File: src/rtl/serial_pkg.sv
// Shared definitions for the byte-serial link (transmitter and receiver):
// default word geometry, idle comma symbol and the receiver alignment states.
package serial_pkg;

    localparam int         WIDTH_DEF      = 8;
    localparam logic [7:0] COMMA_DEF      = 8'hBC;
    localparam int         LOCK_COUNT_DEF = 4;

    typedef enum logic [1:0] {
        SEARCH = 2'd0,
        ALIGN  = 2'd1,
        ACTIVE = 2'd2
    } state_e;

endpackage

File: src/rtl/sp_shift_reg.sv
// Serial-in shift register plus modulo-WIDTH bit counter for serial_paralelo.
// candidate is the word including the bit being sampled this edge (as LSB).
module sp_shift_reg #(
    parameter int WIDTH = 8
) (
    input  logic             clk_32f,
    input  logic             reset,
    input  logic             data_in,
    input  logic             bit_clr,
    output logic [WIDTH-1:0] candidate,
    output logic             word_end
);

    localparam int CNT_W = (WIDTH > 1) ? $clog2(WIDTH) : 1;

    logic [WIDTH-1:0] sr_q, sr_d;
    logic [CNT_W-1:0] bit_cnt_q, bit_cnt_d;

    always_comb begin
        sr_d      = {sr_q[WIDTH-2:0], data_in};
        candidate = sr_d;
        word_end  = (bit_cnt_q == CNT_W'(WIDTH - 1));
        if (bit_clr || word_end) begin
            bit_cnt_d = '0;
        end else begin
            bit_cnt_d = bit_cnt_q + CNT_W'(1);
        end
    end

    // NOTE: state registers use non-blocking assignments so every flop samples pre-edge values.
    always_ff @(posedge clk_32f or posedge reset) begin
        if (reset) begin
            sr_q      <= '0;
            bit_cnt_q <= '0;
        end else begin
            sr_q      <= sr_d;
            bit_cnt_q <= bit_cnt_d;
        end
    end

endmodule

File: src/rtl/serial_paralelo.sv
// Receive end of the byte-serial link: comma alignment, lock and word delivery.
// Optional: define SERIAL_PARALELO_COMMA_CNT_EN to add the comma_count output.
module serial_paralelo
    import serial_pkg::*;
#(
    parameter int               WIDTH      = WIDTH_DEF,
    parameter logic [WIDTH-1:0] COMMA      = WIDTH'(COMMA_DEF),
    parameter int               LOCK_COUNT = LOCK_COUNT_DEF
) (
    input  logic             clk_32f,
    input  logic             reset,
    input  logic             data_in,
`ifdef SERIAL_PARALELO_COMMA_CNT_EN
    output logic [7:0]       comma_count,
`endif
    output logic [WIDTH-1:0] data_out,
    output logic             valid_out,
    output logic             byte_strobe,
    output logic             active
);

    localparam int CC_W = $clog2(LOCK_COUNT + 1);

    state_e           state_q, state_d;
    logic [CC_W-1:0]  comma_cnt_q, comma_cnt_d;
    logic [WIDTH-1:0] data_q, data_d;
    logic             valid_q, valid_d;
    logic             strobe_q, strobe_d;
    logic [WIDTH-1:0] candidate;
    logic             word_end;
    logic             bit_clr;
    logic             is_comma;
`ifdef SERIAL_PARALELO_COMMA_CNT_EN
    logic [7:0]       comma_count_q, comma_count_d;
`endif

    sp_shift_reg #(.WIDTH(WIDTH)) u_shift (
        .clk_32f  (clk_32f),
        .reset    (reset),
        .data_in  (data_in),
        .bit_clr  (bit_clr),
        .candidate(candidate),
        .word_end (word_end)
    );

    assign is_comma = (candidate == COMMA);

    // NOTE: every always_comb output gets a default first, so no branch can infer a latch.
    always_comb begin
        state_d     = state_q;
        comma_cnt_d = comma_cnt_q;
        data_d      = data_q;
        valid_d     = valid_q;
        strobe_d    = 1'b0;
        bit_clr     = 1'b0;
`ifdef SERIAL_PARALELO_COMMA_CNT_EN
        comma_count_d = comma_count_q;
`endif
        case (state_q)
            SEARCH: begin
                // Hold the counter at 0 so the edge after a match starts a fresh word.
                bit_clr = 1'b1;
                if (is_comma) begin
                    comma_cnt_d = CC_W'(1);
                    state_d     = (LOCK_COUNT <= 1) ? ACTIVE : ALIGN;
                end
            end
            ALIGN: begin
                if (word_end) begin
                    if (is_comma) begin
                        comma_cnt_d = comma_cnt_q + CC_W'(1);
                        if (comma_cnt_q == CC_W'(LOCK_COUNT - 1)) begin
                            state_d = ACTIVE;
                        end
                    end else begin
                        comma_cnt_d = '0;
                        state_d     = SEARCH;
                    end
                end
            end
            ACTIVE: begin
                if (word_end) begin
                    strobe_d = 1'b1;
                    if (is_comma) begin
                        valid_d = 1'b0;
`ifdef SERIAL_PARALELO_COMMA_CNT_EN
                        if (comma_count_q != 8'hFF) begin
                            comma_count_d = comma_count_q + 8'd1;
                        end
`endif
                    end else begin
                        data_d  = candidate;
                        valid_d = 1'b1;
                    end
                end
            end
            default: state_d = SEARCH;
        endcase
    end

    always_ff @(posedge clk_32f or posedge reset) begin
        if (reset) begin
            state_q     <= SEARCH;
            comma_cnt_q <= '0;
            data_q      <= '0;
            valid_q     <= 1'b0;
            strobe_q    <= 1'b0;
`ifdef SERIAL_PARALELO_COMMA_CNT_EN
            comma_count_q <= '0;
`endif
        end else begin
            state_q     <= state_d;
            comma_cnt_q <= comma_cnt_d;
            data_q      <= data_d;
            valid_q     <= valid_d;
            strobe_q    <= strobe_d;
`ifdef SERIAL_PARALELO_COMMA_CNT_EN
            comma_count_q <= comma_count_d;
`endif
        end
    end

    assign data_out    = data_q;
    assign valid_out   = valid_q;
    assign byte_strobe = strobe_q;
    assign active      = (state_q == ACTIVE);
`ifdef SERIAL_PARALELO_COMMA_CNT_EN
    assign comma_count = comma_count_q;
`endif

endmodule
File: config.mk
export PLATFORM = sky130hd
export DESIGN_NAME = serial_paralelo
export DESIGN_NICKNAME = d
export VERILOG_FILES = /design/src/rtl/serial_pkg.sv /design/src/rtl/sp_shift_reg.sv /design/src/rtl/serial_paralelo.sv
export SDC_FILE = /design/constraint.sdc
export NUM_CORES = 1
export LEC_CHECK = 0
export CAP_MARGIN = 30
export CORE_MARGIN = 2
export CORE_UTILIZATION = 40
export CTS_CLUSTER_SIZE = 28
export DETAILED_ROUTE_END_ITERATION = 10
export SLEW_MARGIN = 40
export SYNTH_ARGS = -nofsm -noshare
export SYNTH_HDL_FRONTEND = slang
export SYNTH_HIERARCHICAL = 1
export SYNTH_SLANG_ARGS = --single-unit
File: constraint.sdc
create_clock -name clk_32f -period 1.6 [get_ports clk_32f]
set_input_delay 0.32 -clock clk_32f [delete_from_list [all_inputs] [get_ports clk_32f]]
set_output_delay 0.32 -clock clk_32f [all_outputs]
set_load 0.01 [all_outputs]
======== After elaboration in Yosys (flattened, before gate mapping) ========
Cells that the tools add are included.
cells by class
  reductions and logical operators ........ 7
  add/subtract/negate cells ............... 2
  bitwise operators ....................... 2
  eq/ne operators ......................... 8
  multiplexer cells ....................... 14
operators with widths
  kind                                                   count
  2-to-1 mux 3 bit                                       4
  == test 8 bit, second input constant                   1
  2-to-1 mux 2 bit                                       4
  adder 3 x 1 -> 3 bit, second input constant            2
  case mux 2 bit (3 select lines)                        1
  case mux 3 bit (2 select lines)                        1
  AND reduction 3 bit                                    2
  2-to-1 mux 1 bit                                       4
  AND reduction 4 bit                                    1
  == test 3 x 2 -> 1 bit, second input constant          1
  == test 3 bit, second input constant                   1
  inequality test 3 bit, second input constant           1
  == test 2 x 1 -> 1 bit, second input constant          1
  == test 2 bit, second input constant                   1
  logical NOT 2 bit                                      1
  inequality test 2 x 1 -> 1 bit, second input constant  1
  inequality test 2 bit, second input constant           1
  inverter 1 bit                                         2
  AND reduction 2 bit                                    1
  nonzero test 2 bit                                     1
  logical OR 1 bit                                       1
storage, ports and cells
  bits in registers ....................... 25
  logic and storage cells ................. 40

======== Logic depth before layout (Yosys ltp) ========
  word-level depth ........................ 5
  depth in mapped cells ................... 5
  depth with buffers taken out ............ 5

======== By module ========
Netlist, hierarchy kept.
by module, submodules not included
  module           area an instance (sq um)  cells an instance  instances  sequential area each (sq um)
  serial_paralelo  710.7                     60                 1          375.4
  sp_shift_reg     306.5                     17                 1          250.2

======== Worst setup path before layout ========
No wires, ideal clock.
  path kind ............................... register to register
  from .................................... reg u_shift.bit_cnt_q[0]
  to ...................................... reg data_q[0] (netlist: data_out[0])
  data required time ...................... 1475 ps
  clock period less this slack ............ 1652 ps
  setup time .............................. 125 ps
  stages on the path, launching flop included .. 6
  arrival ................................. 1527 ps
  path slack .............................. -52 ps
  cell sequence ........................... dfrtp_1 ha_1 ha_1 nand3b_1 a21oi_4 mux2_2
between the ends
  longest elaborated chain between the ends .. 2
RTL lines
  element                        RTL line                text
  start: declaration             sp_shift_reg.sv:17      logic [CNT_W-1:0] bit_cnt_q, bit_cnt_d;
  start signal: assignment       sp_shift_reg.sv:37      bit_cnt_q <= bit_cnt_d;
  == test 3 bit                  sp_shift_reg.sv:22      word_end = (bit_cnt_q == CNT_W'(WIDTH - 1));
  named net word_end             serial_paralelo.sv:30   logic word_end;
  AND reduction 3 bit (no line)  --
  end signal: assignment         serial_paralelo.sv:114  data_q <= data_d;
  end: declaration               serial_paralelo.sv:26   logic [WIDTH-1:0] data_q, data_d;
The timed path passes the listed nets, and every way through them passes these cells.
A chain may end at the register's enable or synchronous reset.

======== Final worst setup path ========
  from .................................... reg u_shift.bit_cnt_q[0]
  to ...................................... reg data_q[7] (netlist: data_out[7])
The elaborated chain is that of the path after synthesis.

==> flow_summary_export.csv <==
group,metric,value,unit
final_layout,syn2layout_area_growth,28.5,%
sta,relSlewSlack,0.753,
synth,synth_top_area_cell,"dfrtp_1",
drt,drc_errors,0,
synth,ys_seq_area_frac,0.615,
worst_setup_path,worstPathRequired,1.81,ns
synth,post-synth-top-count-cell,"dfrtp_1",
final_layout,diodes,0,
floorplan,rows,18,
grt,grt_pass1_vias,676,
synth,netlist_instances,77,
placed_design,dp_worst_setup_slack,-0.312,ns
sta,fmax,0.618,GHz
synth,synth_area,1020,µm²
power,p_leak,0.639,nW
drt,wl,1790,µm
synth,synth_seq_cells,25,
worst_setup_path,worst_setup_path_start_kind,"register",
clock_tree,clk_latency,0.32,ns
synth,synthesis.nets,84,
sta,fin_crit_sh,1.01,
synth,yosys_warnings,6,
synth,synth_top_area_share,0.615,
clock_tree,htree_levels,1,
clock_tree,cts_buffer_depth,2,
grt,grt_max_degree,16,
grt,grt_antenna_before_repair,0,
synth,async_reset_ff_frac,1.00,
worst_setup_path,crit_fanout,9,
sta,period_minus_slack,1.62,ns
floorplan,die_w,54.4,µm
floorplan,ioPinCount,14,
sta,setup_violations,3,
sta,skew,0.00961,ns
worst_setup_path,worst_ep_arrival_time,1.83,ns
drt,viasPerCell,5.06,
power,ir_drop,0.000613,V
worst_setup_path,rr_startpoint,"u_shift/bit_cnt_q[0]$_DFF_PP0_",
run_status,violations,"negative setup slack",
clock_tree,clk_pin_slew,0.14,ns
synth,synth.distinct_cells,25,
drt,drt_iter0_drc,9,
floorplan,fp.dieArea,2960,µm²
final_layout,drive_gt1_frac,0.287,
synth,yosys-top-cells-area,"dfrtp_1 (62%), mux2_2 (8.9%), ha_1 (4.9%), inv_1 (2.2%), nor3b_1 (2.2%)",
sta,worst_slew_pin_slew,0.370,ns
power,powerDensity,772,nW/µm²
clock_tree,ctsRootBufferMaster,"clkbuf_4",
sta,finalMaxSlewViolations,0,
worst_setup_path,crit_type,"register to register",
run,maxCapViolCount,0,
final_layout,stdcell_area,1310,µm²
synth,synth_edf_count,0,
grt,grtUsageTotal,0.149,
sta,finalHoldViolCount,0,
floorplan,die_h,54.4,µm
drt,ant_nets,0,
worst_hold_path,hold_path_class,"primary input to async pin",
synth,yosys-top-cells-count,"dfrtp_1 (25), mux2_2 (8), inv_1 (6)",
clock_tree,tritoncts,"built",
worst_setup_path,worst_setup_path_end_kind,"register",
drt,vias,663,
sta,rsz0062_at_grt,"yes",
clock_tree,cts_buffers,3,
clock_tree,cts_sinks,25,
power,p_total,1.01,mW
placed_design,placed_area,1230,µm²
run_status,status,"finished, violations left",
final_layout,layout.nets,109,
clock_tree,postCtsHoldBufs,0,
sta,worst_slack,-0.0169,ns
placed_design,gp_congestion,0.781,
synth,syn_avg_cell_area,13.2,µm²
grt,grt_overflow_total,0,
final_layout,final_util,0.538,
synth,synthFlopType,"dfrtp_1",
drt,post_drt_wl_per_cell,13.6,µm
placed_design,dp_hpwl,1280,µm
placed_design,io_buffers,13,
worst_setup_path,startpoint,"u_shift/bit_cnt_q[0]$_DFF_PP0_",
grt,grt_pass1_wl,3020,µm
floorplan,fp.coreArea,2430,µm²
drt,firstDrtPassIters,4,
floorplan,start_util,0.418,
[placed cells by master, fill, tap and decap left out, drive strengths merged, types with 2 or more instances in the layout]
master,instances
clkdlybuf4s50,6
a21oi,2
o21ai,3
a31oi,2
buf,12
dlymetal6s2s,6
nand3b,2
nor3b,3
clkbuf,3
o311ai,2
nor2,3
inv,6
ha,4
dfrtp,25
nand4,3
mux2,8
[area by class of cell]
type	instances	area, µm²
fill	219	1120
sequential	25	626
multi-input combinational	41	345
timing repair buffer	25	246
tap	30	37.5
clock buffer	3	22.5
inverter	6	22.5
clock inverter	1	7.51
[cells by family (layout without fill, tap and decap cells)]
logic type               Yosys count  count (layout)  share of synthesized area
multiplexers                       8               8                     0.0886
adder cells (fa/ha/maj)            4               4                     0.0492
flip-flops                        25              25                      0.615
AO/OA/AOI/OAI                     11              11                     0.0800
buffers and inverters             11              35                     0.0480
AND/OR/NAND/NOR                   18              18                      0.119
[registers in the layout, summed over array words and instances, names as in the netlist]
register and cells:
data_out 8, u_shift/bit_cnt_q 3, byte_strobe 1, comma_cnt_q 3, valid_out 1, u_shift/sr_q 7, state_q 2
[timing repair]
action,in CTS,in global routing
setup endpoints to repair,9,15
setup buffers,3,0
pin swaps,1,1
resized for setup,1,8
[report_power, final]
part | internal [mW] | switching (mW)
logic | 0.0344 | 0.0297
clock network | 0.0954 | 0.187
registers | 0.651 | 0.0112
total | 0.781 | 0.228
[per-stage QoR]
| step | hold WS (ns) | TNS [ns] | instances |
|---|---|---|---|
| finish | 0.295 | -0.0320 | 131 |
| global route | 0.308 | -0.688 | 131 |
| CTS | 0.300 | -0.0524 | 131 |
| detailed placement | 0.388 | -2.90 | 124 |
| global placement | 0.385 | -2.46 | 124 |
| floorplan | 0.160 | 0 | 77 |
[critical path, stage by stage, from the launching register on]
cell	delay, ns
dfrtp_1	0.37
ha_1	0.15
ha_2	0.17
nand3b_1	0.16
a21oi_4	0.18
buf_12	0.14
mux2_2	0.33
[layer usage]
metal  wire length [µm]  vias up  GRT usage
met5                  0        -          0
met3                 59        2     0.0383
met1                890      326      0.195
li1                   -      325          -
met2                824       10      0.233
met4                 11        0     0.0625
[final timing paths]
path	endpoint	slack, ns	depth (start not counted)
worst max-delay path	data_out[7]$_DFFE_PP0P_	-0.02	6
worst min-delay path	u_shift/bit_cnt_q[0]$_DFF_PP0_	0.29	2
worst max register to register	data_out[7]$_DFFE_PP0P_	-0.02	6
worst min register to register	u_shift/sr_q[2]$_DFF_PP0_	0.42	0
max in group asynchronous	u_shift/sr_q[1]$_DFF_PP0_	1.03	2
min in group clk_32f	u_shift/sr_q[2]$_DFF_PP0_	0.42	0
Note: power is estimated with default switching activity, not from simulation.
